### src/rtl/bram_burst_reader_if.sv
// Bus bundle for the BRAM burst reader: command handshake, RAM read port,
// output stream and status. The reader uses the master view; the environment uses the slave view.
interface bram_burst_reader_if #(
    parameter int ADDR_W = 11,
    parameter int DATA_W = 8,
    parameter int LEN_W  = 12
);
    logic              cmd_valid;
    logic              cmd_ready;
    logic [ADDR_W-1:0] cmd_addr;
    logic [LEN_W-1:0]  cmd_len;
    logic              ram_en;
    logic [ADDR_W-1:0] ram_addr;
    logic [DATA_W-1:0] ram_dout;
    logic              out_valid;
    logic              out_ready;
    logic [DATA_W-1:0] out_data;
    logic              out_last;
    logic              busy;
    logic              done;

    modport master (
        input  cmd_valid, cmd_addr, cmd_len, ram_dout, out_ready,
        output cmd_ready, ram_en, ram_addr, out_valid, out_data, out_last, busy, done
    );

    modport slave (
        output cmd_valid, cmd_addr, cmd_len, ram_dout, out_ready,
        input  cmd_ready, ram_en, ram_addr, out_valid, out_data, out_last, busy, done
    );
endinterface

### src/rtl/bram_burst_reader.sv
// Burst reader for a 1-cycle-latency synchronous BRAM: issues reads under a
// 2-slot credit limit and streams bytes through a 2-entry FIFO with backpressure.
module bram_burst_reader #(
    parameter int ADDR_W = 11,
    parameter int DATA_W = 8,
    parameter int LEN_W  = 12
) (
    input  logic                CLK,
    input  logic                reset_n,
    bram_burst_reader_if.master bus
);
    typedef enum logic [1:0] {
        ST_IDLE = 2'd0,
        ST_RUN  = 2'd1,
        ST_DONE = 2'd2
    } state_t;

    state_t                  state_q, state_d;
    logic [ADDR_W-1:0]       addr_q, addr_d;
    logic [LEN_W-1:0]        issue_cnt_q, issue_cnt_d;
    logic [LEN_W-1:0]        beat_cnt_q, beat_cnt_d;
    logic                    inflight_q, inflight_d;
    logic [1:0][DATA_W-1:0]  fifo_q, fifo_d;
    logic                    wr_ptr_q, wr_ptr_d;
    logic                    rd_ptr_q, rd_ptr_d;
    logic [1:0]              count_q, count_d;
    logic                    pop_s;
    logic                    push_s;
    logic                    issue_s;

    // Handshake decode and read-issue credit: buffered + in flight after this pop must stay below 2.
    always_comb begin
        pop_s   = (count_q != 2'd0) && bus.out_ready;
        push_s  = inflight_q;
        issue_s = (state_q == ST_RUN) && (issue_cnt_q != '0) &&
                  (({1'b0, count_q} + {2'b00, inflight_q}) < (3'd2 + {2'b00, pop_s}));
    end

    // Next-state, address/counter and FIFO update.
    always_comb begin
        state_d     = state_q;
        addr_d      = addr_q;
        issue_cnt_d = issue_cnt_q;
        beat_cnt_d  = beat_cnt_q;
        inflight_d  = issue_s;
        fifo_d      = fifo_q;
        wr_ptr_d    = wr_ptr_q;
        rd_ptr_d    = rd_ptr_q;
        count_d     = count_q;

        case (state_q)
            ST_IDLE: begin
                if (bus.cmd_valid) begin
                    addr_d      = bus.cmd_addr;
                    issue_cnt_d = bus.cmd_len;
                    beat_cnt_d  = bus.cmd_len;
                    state_d     = (bus.cmd_len != '0) ? ST_RUN : ST_DONE;
                end else begin
                    state_d = ST_IDLE;
                end
            end
            ST_RUN: begin
                if (issue_s) begin
                    addr_d      = addr_q + ADDR_W'(1);
                    issue_cnt_d = issue_cnt_q - LEN_W'(1);
                end else begin
                    issue_cnt_d = issue_cnt_q;
                end
                if (pop_s) begin
                    beat_cnt_d = beat_cnt_q - LEN_W'(1);
                    state_d    = (beat_cnt_q == LEN_W'(1)) ? ST_DONE : ST_RUN;
                end else begin
                    state_d = ST_RUN;
                end
            end
            ST_DONE: state_d = ST_IDLE;
            default: state_d = ST_IDLE;
        endcase

        // Read data lands one cycle after issue; the credit rule guarantees a free slot.
        if (push_s) begin
            fifo_d[wr_ptr_q] = bus.ram_dout;
            wr_ptr_d         = ~wr_ptr_q;
        end else begin
            wr_ptr_d = wr_ptr_q;
        end
        if (pop_s) begin
            rd_ptr_d = ~rd_ptr_q;
        end else begin
            rd_ptr_d = rd_ptr_q;
        end
        case ({push_s, pop_s})
            2'b10:   count_d = count_q + 2'd1;
            2'b01:   count_d = count_q - 2'd1;
            default: count_d = count_q;
        endcase
    end

    // State and datapath registers.
    always_ff @(posedge CLK or negedge reset_n) begin
        if (!reset_n) begin
            state_q     <= ST_IDLE;
            addr_q      <= '0;
            issue_cnt_q <= '0;
            beat_cnt_q  <= '0;
            inflight_q  <= 1'b0;
            fifo_q      <= '0;
            wr_ptr_q    <= 1'b0;
            rd_ptr_q    <= 1'b0;
            count_q     <= 2'd0;
        end else begin
            state_q     <= state_d;
            addr_q      <= addr_d;
            issue_cnt_q <= issue_cnt_d;
            beat_cnt_q  <= beat_cnt_d;
            inflight_q  <= inflight_d;
            fifo_q      <= fifo_d;
            wr_ptr_q    <= wr_ptr_d;
            rd_ptr_q    <= rd_ptr_d;
            count_q     <= count_d;
        end
    end

    // Outputs decode straight from registers, except ram_en which must see this cycle's pop.
    always_comb begin
        bus.cmd_ready = (state_q == ST_IDLE);
        bus.ram_en    = issue_s;
        bus.ram_addr  = addr_q;
        bus.out_valid = (count_q != 2'd0);
        bus.out_data  = fifo_q[rd_ptr_q];
        bus.out_last  = (count_q != 2'd0) && (beat_cnt_q == LEN_W'(1));
        bus.busy      = (state_q != ST_IDLE);
        bus.done      = (state_q == ST_DONE);
    end
endmodule

### src/flat_wrapper.sv
// flat-port wrapper written by rule: the top's interface ports become plain ports
module bram_burst_reader_flat 
#(
    parameter int ADDR_W = 11,
    parameter int DATA_W = 8,
    parameter int LEN_W  = 12
)
  (CLK, reset_n, bus_cmd_valid, bus_cmd_addr, bus_cmd_len, bus_ram_dout, bus_out_ready, bus_cmd_ready, bus_ram_en, bus_ram_addr, bus_out_valid, bus_out_data, bus_out_last, bus_busy, bus_done);
  bram_burst_reader_if #(.ADDR_W(ADDR_W), .DATA_W(DATA_W), .LEN_W(LEN_W)) bus_i ();
  input  logic CLK;
  input  logic reset_n;
  input wire logic [$bits(bus_i.cmd_valid)-1:0] bus_cmd_valid;
  input wire logic [$bits(bus_i.cmd_addr)-1:0] bus_cmd_addr;
  input wire logic [$bits(bus_i.cmd_len)-1:0] bus_cmd_len;
  input wire logic [$bits(bus_i.ram_dout)-1:0] bus_ram_dout;
  input wire logic [$bits(bus_i.out_ready)-1:0] bus_out_ready;
  output wire logic [$bits(bus_i.cmd_ready)-1:0] bus_cmd_ready;
  output wire logic [$bits(bus_i.ram_en)-1:0] bus_ram_en;
  output wire logic [$bits(bus_i.ram_addr)-1:0] bus_ram_addr;
  output wire logic [$bits(bus_i.out_valid)-1:0] bus_out_valid;
  output wire logic [$bits(bus_i.out_data)-1:0] bus_out_data;
  output wire logic [$bits(bus_i.out_last)-1:0] bus_out_last;
  output wire logic [$bits(bus_i.busy)-1:0] bus_busy;
  output wire logic [$bits(bus_i.done)-1:0] bus_done;
  assign bus_i.cmd_valid = bus_cmd_valid;
  assign bus_i.cmd_addr = bus_cmd_addr;
  assign bus_i.cmd_len = bus_cmd_len;
  assign bus_i.ram_dout = bus_ram_dout;
  assign bus_i.out_ready = bus_out_ready;
  assign bus_cmd_ready = bus_i.cmd_ready;
  assign bus_ram_en = bus_i.ram_en;
  assign bus_ram_addr = bus_i.ram_addr;
  assign bus_out_valid = bus_i.out_valid;
  assign bus_out_data = bus_i.out_data;
  assign bus_out_last = bus_i.out_last;
  assign bus_busy = bus_i.busy;
  assign bus_done = bus_i.done;
  bram_burst_reader #(.ADDR_W(ADDR_W), .DATA_W(DATA_W), .LEN_W(LEN_W)) u_core (.CLK(CLK), .reset_n(reset_n), .bus(bus_i));
endmodule
### config.mk
export PLATFORM = sky130hd
export DESIGN_NAME = bram_burst_reader_flat
export DESIGN_NICKNAME = d
export VERILOG_FILES = /design/src/rtl/bram_burst_reader_if.sv /design/src/rtl/bram_burst_reader.sv /design/src/flat_wrapper.sv
export SDC_FILE = /design/constraint.sdc
export NUM_CORES = 1
export LEC_CHECK = 0
export BUFFER_PORTS_ARGS = -buffer_cell sky130_fd_sc_hd__buf_2
export CAP_MARGIN = 20
export CORE_MARGIN = 3
export CORE_UTILIZATION = 60
export CTS_BUF_LIST = sky130_fd_sc_hd__clkbuf_16
export CTS_CLUSTER_SIZE = 40
export DETAILED_ROUTE_END_ITERATION = 7
export GPL_ROUTABILITY_DRIVEN = 0
export GPL_TIMING_DRIVEN = 0
export HOLD_SLACK_MARGIN = 0.03
export PLACE_DENSITY = 0.91
export SLEW_MARGIN = 20
export SYNTH_ARGS = -nofsm -noshare
export SYNTH_HDL_FRONTEND = slang
export SYNTH_SLANG_ARGS = --single-unit
export TNS_END_PERCENT = 20
### constraint.sdc
create_clock -name CLK -period 3.7 [get_ports CLK]
set_input_delay 0 -clock CLK [delete_from_list [all_inputs] [get_ports CLK]]
set_output_delay 0 -clock CLK [all_outputs]
set_load 0.01 [all_outputs]
======== Yosys cells after proc, flatten, opt, wreduce, memory -nomap -nowiden ========
Cells that the tools add are included.
Widths: inputs -> output; s select.
storage, ports and cells
  bits in registers ....................... 58
  input bits .............................. 35
  word-level logic and storage cells ...... 64
operators by class
  $add $sub $neg .......................... 7
  $lt $le $gt $ge ......................... 4
  equal/unequal tests ..................... 8
  mux-type cells .......................... 19
  bitwise gates (word level) .............. 2
  reduce and logical (&&, ||, !) cells .... 14
operators with widths
  operator               number
  $pmux 12 s2            2
  $mux 12                3
  $mux 8                 3
  $reduce_bool 12->1     2
  $sub 12x1->12 const B  2
  $mux 11                2
  $pmux 11 s2            1
  $bwmux 16              1
  $eq 12x1->1 const B    1
  $add 11x1->11 const B  1
  $demux 8 s1            1
  $mux 2                 4
  $pmux 2 s2             2
  $reduce_bool 2->1      4
  $reduce_and 3->1       2
  $logic_and 1x1->1      5
  $eq 2x1->1 const B     2
  $eq 2x2->1 const B     2
  $lt 1x2->1 const B     2
  $ne 2x1->1 const B     2
  $add 2x1->3            1
  $add 2x1->3 const A    1
  $lt 3x3->1             1
  $add 2x1->2 const B    1
  other kinds (5)        6

======== Logic depth before layout (Yosys ltp) ========
  depth after elaboration ................. 7
  mapped depth ............................ 8

======== Worst setup path before layout ========
OpenSTA, ideal clock, no wires.
  path kind ............................... reg2reg
  start point ............................. register u_core.beat_cnt_q[0]
  end point ............................... register u_core.beat_cnt_q[6]
  arrival time ............................ 1759 ps
  required time ........................... 3636 ps
  path slack .............................. 1877 ps
  stages on the path, launching flop included .. 8
  path buffers ............................ 1
  cells stage by stage .................... dfrtp_1 inv_1 ha_1 or3b_1 clkbuf_1 or4_1 o21ai_0 a22o_2
on the way
  longest elaborated chain between the ends .. 3
ends and longest elaborated chain
  element                 line                      RTL
  start, declared         bram_burst_reader.sv:21   logic [LEN_W-1:0] beat_cnt_q, beat_cnt_d;
  start signal, assigned  bram_burst_reader.sv:115  beat_cnt_q <= beat_cnt_d;
  $sub 12x1->12           bram_burst_reader.sv:70   beat_cnt_d = beat_cnt_q - LEN_W'(1);
  $mux 12                 bram_burst_reader.sv:69   if (pop_s) begin
  $pmux 12 s2             bram_burst_reader.sv:51   case (state_q)
No other way between the ends. The select of a mux whose other input is x is not followed.
A chain may end at the register's enable or synchronous reset.

======== Worst setup path in the final report ========
  start point ............................. register u_core.count_q[0]
  end point ............................... output port bus_ram_en
on the way
  longest elaborated chain between the ends .. 5
  elaborated cells on any way between the ends .. 6
ends and longest elaborated chain
  element                 line                      RTL
  start, declared         bram_burst_reader.sv:26   logic [1:0] count_q, count_d;
  start signal, assigned  bram_burst_reader.sv:120  count_q <= count_d;
  $reduce_bool 2->1       bram_burst_reader.sv:33   pop_s = (count_q != 2'd0) && bus.out_ready;
  $logic_and 1x1->1       bram_burst_reader.sv:33
  $add 2x1->3             bram_burst_reader.sv:36   (({1'b0, count_q} + {2'b00, inflight_q}) < (3'd2 + {2'b00, pop_s}));
  $lt 3x3->1 (*)          bram_burst_reader.sv:36
  $logic_and 1x1->1 (*)   bram_burst_reader.sv:35   issue_s = (state_q == ST_RUN) && (issue_cnt_q != '0) &&
  end, declared           flat_wrapper.sv:18        output wire logic [$bits(bus_i.ram_en)-1:0] bus_ram_en;
Mark *: on every way between the ends. The rest lies on a longest branch, timed or not.

==> qor.csv <==
stage,metric,value,unit
pwr,maximum vdd ir drop,0.000526,V
worst_hold_path,hold path depth,3,
logic_synthesis,Post-synth EDFFs,0,
job,max cap viols,0,
layout,Synth-to-Final Area Change,28.7,%
worst_setup_path,Arrival @ worst endpoint,2190,ps
pwr,Design Power,3930,uW
global_route,gr usage total,0.311,
timing,Worst Tran Pin Value,742,ps
worst_hold_path,hold crit path type,primary input to register,
worst_setup_path,WP data required,3700,ps
cts,Clock Latency Late Sink,330,ps
placed_design,Cells after DPL,473,
logic_synthesis,Synth Flop Type,dfrtp_1,
timing,achievable frequency,457,MHz
timing,Setup TNS Final,0,ps
cts,buffer depth of the longest clock path,2,
worst_setup_path,FF-to-FF setup slack,1540,ps
worst_setup_path,reg2reg end,u_core.issue_cnt_q[1],
route,routed wire length,9280,um
route,DR WL/cell,18.2,um
status,status,"complete, no violations",
worst_setup_path,Setup Crit Path Kind,register to primary output,
timing,number of setup violations in the final report,0,
logic_synthesis,Post-Syn Instances,344,
logic_synthesis,Yosys top cell by area,dfrtp_1,
layout,nets,479,
timing,Layout Skew,5.02,ps
route,Initial DRC Count,368,
layout,final core occ,0.810,
logic_synthesis,register area share after synthesis,0.443,
logic_synthesis,Post-synth ARST share,1.00,
cts,htree depth,3,
route,post-route ant nets,0,
global_route,number of global-route vias before repair,3213,
logic_synthesis,synthesized area,3280,um^2
timing,Tcrit/Tclk final,0.591,
route,via total after detailed routing,3237,
route,DRC Markers,0,
worst_setup_path,CP Max Fanout,7,
die,core footprint,5200,um^2
die,die width,79.9,um
cts,# Post-CTS Setup Buffers,0,
placed_design,dpl hpwl,6060,um
global_route,initial antenna violation count,0,
logic_synthesis,yosys warns,0,
timing,"Hold Vio Cnt, Final",0,
die,Die Ht,79.9,um
layout,"commonest non-fill, non-tap cell in the layout",buf_2,
pwr,Lkg Pwr,0.00191,uW
die,IO Count,60,
logic_synthesis,count of different cell masters after synthesis,55,
cts,CTS root buf,clkbuf_16,
timing,WHS,28.2,ps
logic_synthesis,"top cells by area, synth","dfrtp_1 44%, mux2_2 8.6%, a21oi_1 5.3%",
worst_hold_path,HP Start,bus_cmd_len[4],
logic_synthesis,Syn Area/Cell,9.53,um^2
layout,# fillers,313,
layout,share of cells above drive strength 1,0.283,
worst_setup_path,type of origin of the critical path,register,
global_route,grt total ovfl,0,
die,Starting Density,0.630,
route,via/cell ratio,6.33,
cts,# clock sinks,58,
timing,final slew viol count,0,
die,die area,6380,um^2
cts,CTS tree,built,
die,row count,26,
pwr,Power Dens Cells,932,nW/um^2
logic_synthesis,post-synth top area share,0.443,
timing,RSZ-0062 raised after global routing,no,
global_route,largest net degree at the start of global routing,59,
worst_setup_path,crit end category,primary output,
layout,Post-Layout Cell Count,511,
cts,Worst-path clk slew,50,ps
layout,most frequent cells in the layout,"62 x buf_2, 58 x dfrtp_1, 39 x nor2_1, 35 x a21oi_1, 26 x nand2_1",
logic_synthesis,Syn Nets,387,
global_route,first-pass GRT wire length,15200,um
layout,Inserted Diodes,0,
worst_hold_path,hold endpoint,u_core.beat_cnt_q[4],
timing,relative slew slack,0.505,
worst_setup_path,worst reg2reg path depth,6,
worst_setup_path,worst r2r src,u_core.count_q[0],
placed_design,number of port buffers,59,
cts,number of CTS-inserted buffers,9,
route,1st-pass router iterations,7,
timing,min Tclk post-route,2190,ps
logic_synthesis,"FF+latch count, synth",58,
-- worst max-delay path: stages (launching register included) --
cell	delay [ps]
dfrtp_1	440
ha_1	310
o21ai_0	470
nand3_1	270
inv_2	200
buf_2	160
-- metal layers --
metal,track usage,up-vias,part of all wire
li1,-,1452,-
met1,0.376,1510,0.37
met2,0.525,221,0.48
met3,0.0609,54,0.11
met4,0.154,0,0.040
met5,0,-,0
-- logic make-up after synthesis --
| kind of cell | share of synthesized area |
|---|---|
| multiplexers | 0.0920 |
| buffers and inverters | 0.0393 |
| adder cells (fa/ha/maj) | 0.0305 |
| XOR/XNOR | 0.0134 |
| flip-flops | 0.443 |
| AO/OA/AOI/OAI | 0.200 |
| AND/OR/NAND/NOR | 0.182 |
-- state kept, by name, summed over array words and instances, names as in the netlist --
signal               count
u_core.wr_ptr_q          1
u_core.rd_ptr_q          1
u_core.count_q           2
u_core.issue_cnt_q      12
u_core.beat_cnt_q       12
u_core.fifo_q           16
u_core.state_q           2
u_core.bus.ram_addr     11
u_core.inflight_q        1
-- synthesized netlist by cell type, types with 4 or more instances --
| library cell | instances |
|---|---|
| a21oi_1 | 35 |
| a31o_2 | 4 |
| a31oi_1 | 11 |
| buf_2 | 4 |
| clkbuf_1 | 10 |
| dfrtp_1 | 58 |
| ha_1 | 8 |
| inv_1 | 11 |
| mux2_2 | 25 |
| nand2_1 | 26 |
| nand3_1 | 10 |
| nor2_1 | 39 |
| nor3_1 | 11 |
| nor4_1 | 5 |
| o21ai_0 | 20 |
| o22a_1 | 6 |
| o22ai_1 | 4 |
-- stage by stage --
step / worst slack (ps) / cell area, um^2
finish: 1510 / 4220
global route: 1410 / 4220
CTS: 1520 / 4220
detailed placement: 1600 / 3660
global placement: 1660 / 3660
floorplan: 1880 / 3280
-- worst max path at each step --
stage	startpoint	end	slack, ps	cells past startpoint
global placement	u_core.count_q[0]	u_core.issue_cnt_q[1]	1660	6
global route	u_core.count_q[0]	bus_ram_en	1410	5
floorplan	u_core.beat_cnt_q[0]	u_core.beat_cnt_q[6]	1880	7
finish	u_core.count_q[0]	bus_ram_en	1510	5
detailed placement	u_core.count_q[0]	u_core.issue_cnt_q[1]	1600	6
CTS	u_core.count_q[0]	bus_ram_en	1520	5
-- power by group --
| group | internal, uW | leakage, uW | total [uW] | switching (uW) |
|---|---|---|---|---|
| Sequential | 955 | 0.000672 | 1280 | 327 |
| Clock | 650 | 0.000170 | 937 | 287 |
| Combinational | 752 | 0.00107 | 1710 | 957 |
| Total | 2360 | 0.00191 | 3930 | 1570 |
-- cell type report --
type                    count  area (um^2)  area share
plain buffers              17         80.1      0.0190
clock buffers               9          225      0.0534
clock inverters             7          109      0.0258
inverters                  13         48.8      0.0116
multi-input cells         256         1700       0.402
flip-flops and latches     58         1450       0.344
well taps                  70         87.6      0.0208
repair buffers             81          518       0.123
-- repair_timing --
action	4_1_cts	5_1_grt
endpoints found under the setup margin	0	0
gates resized for setup	0	0
hold buffers	22	0
hold endpoints to repair	90	0
Power figures use the tool's default switching activity.
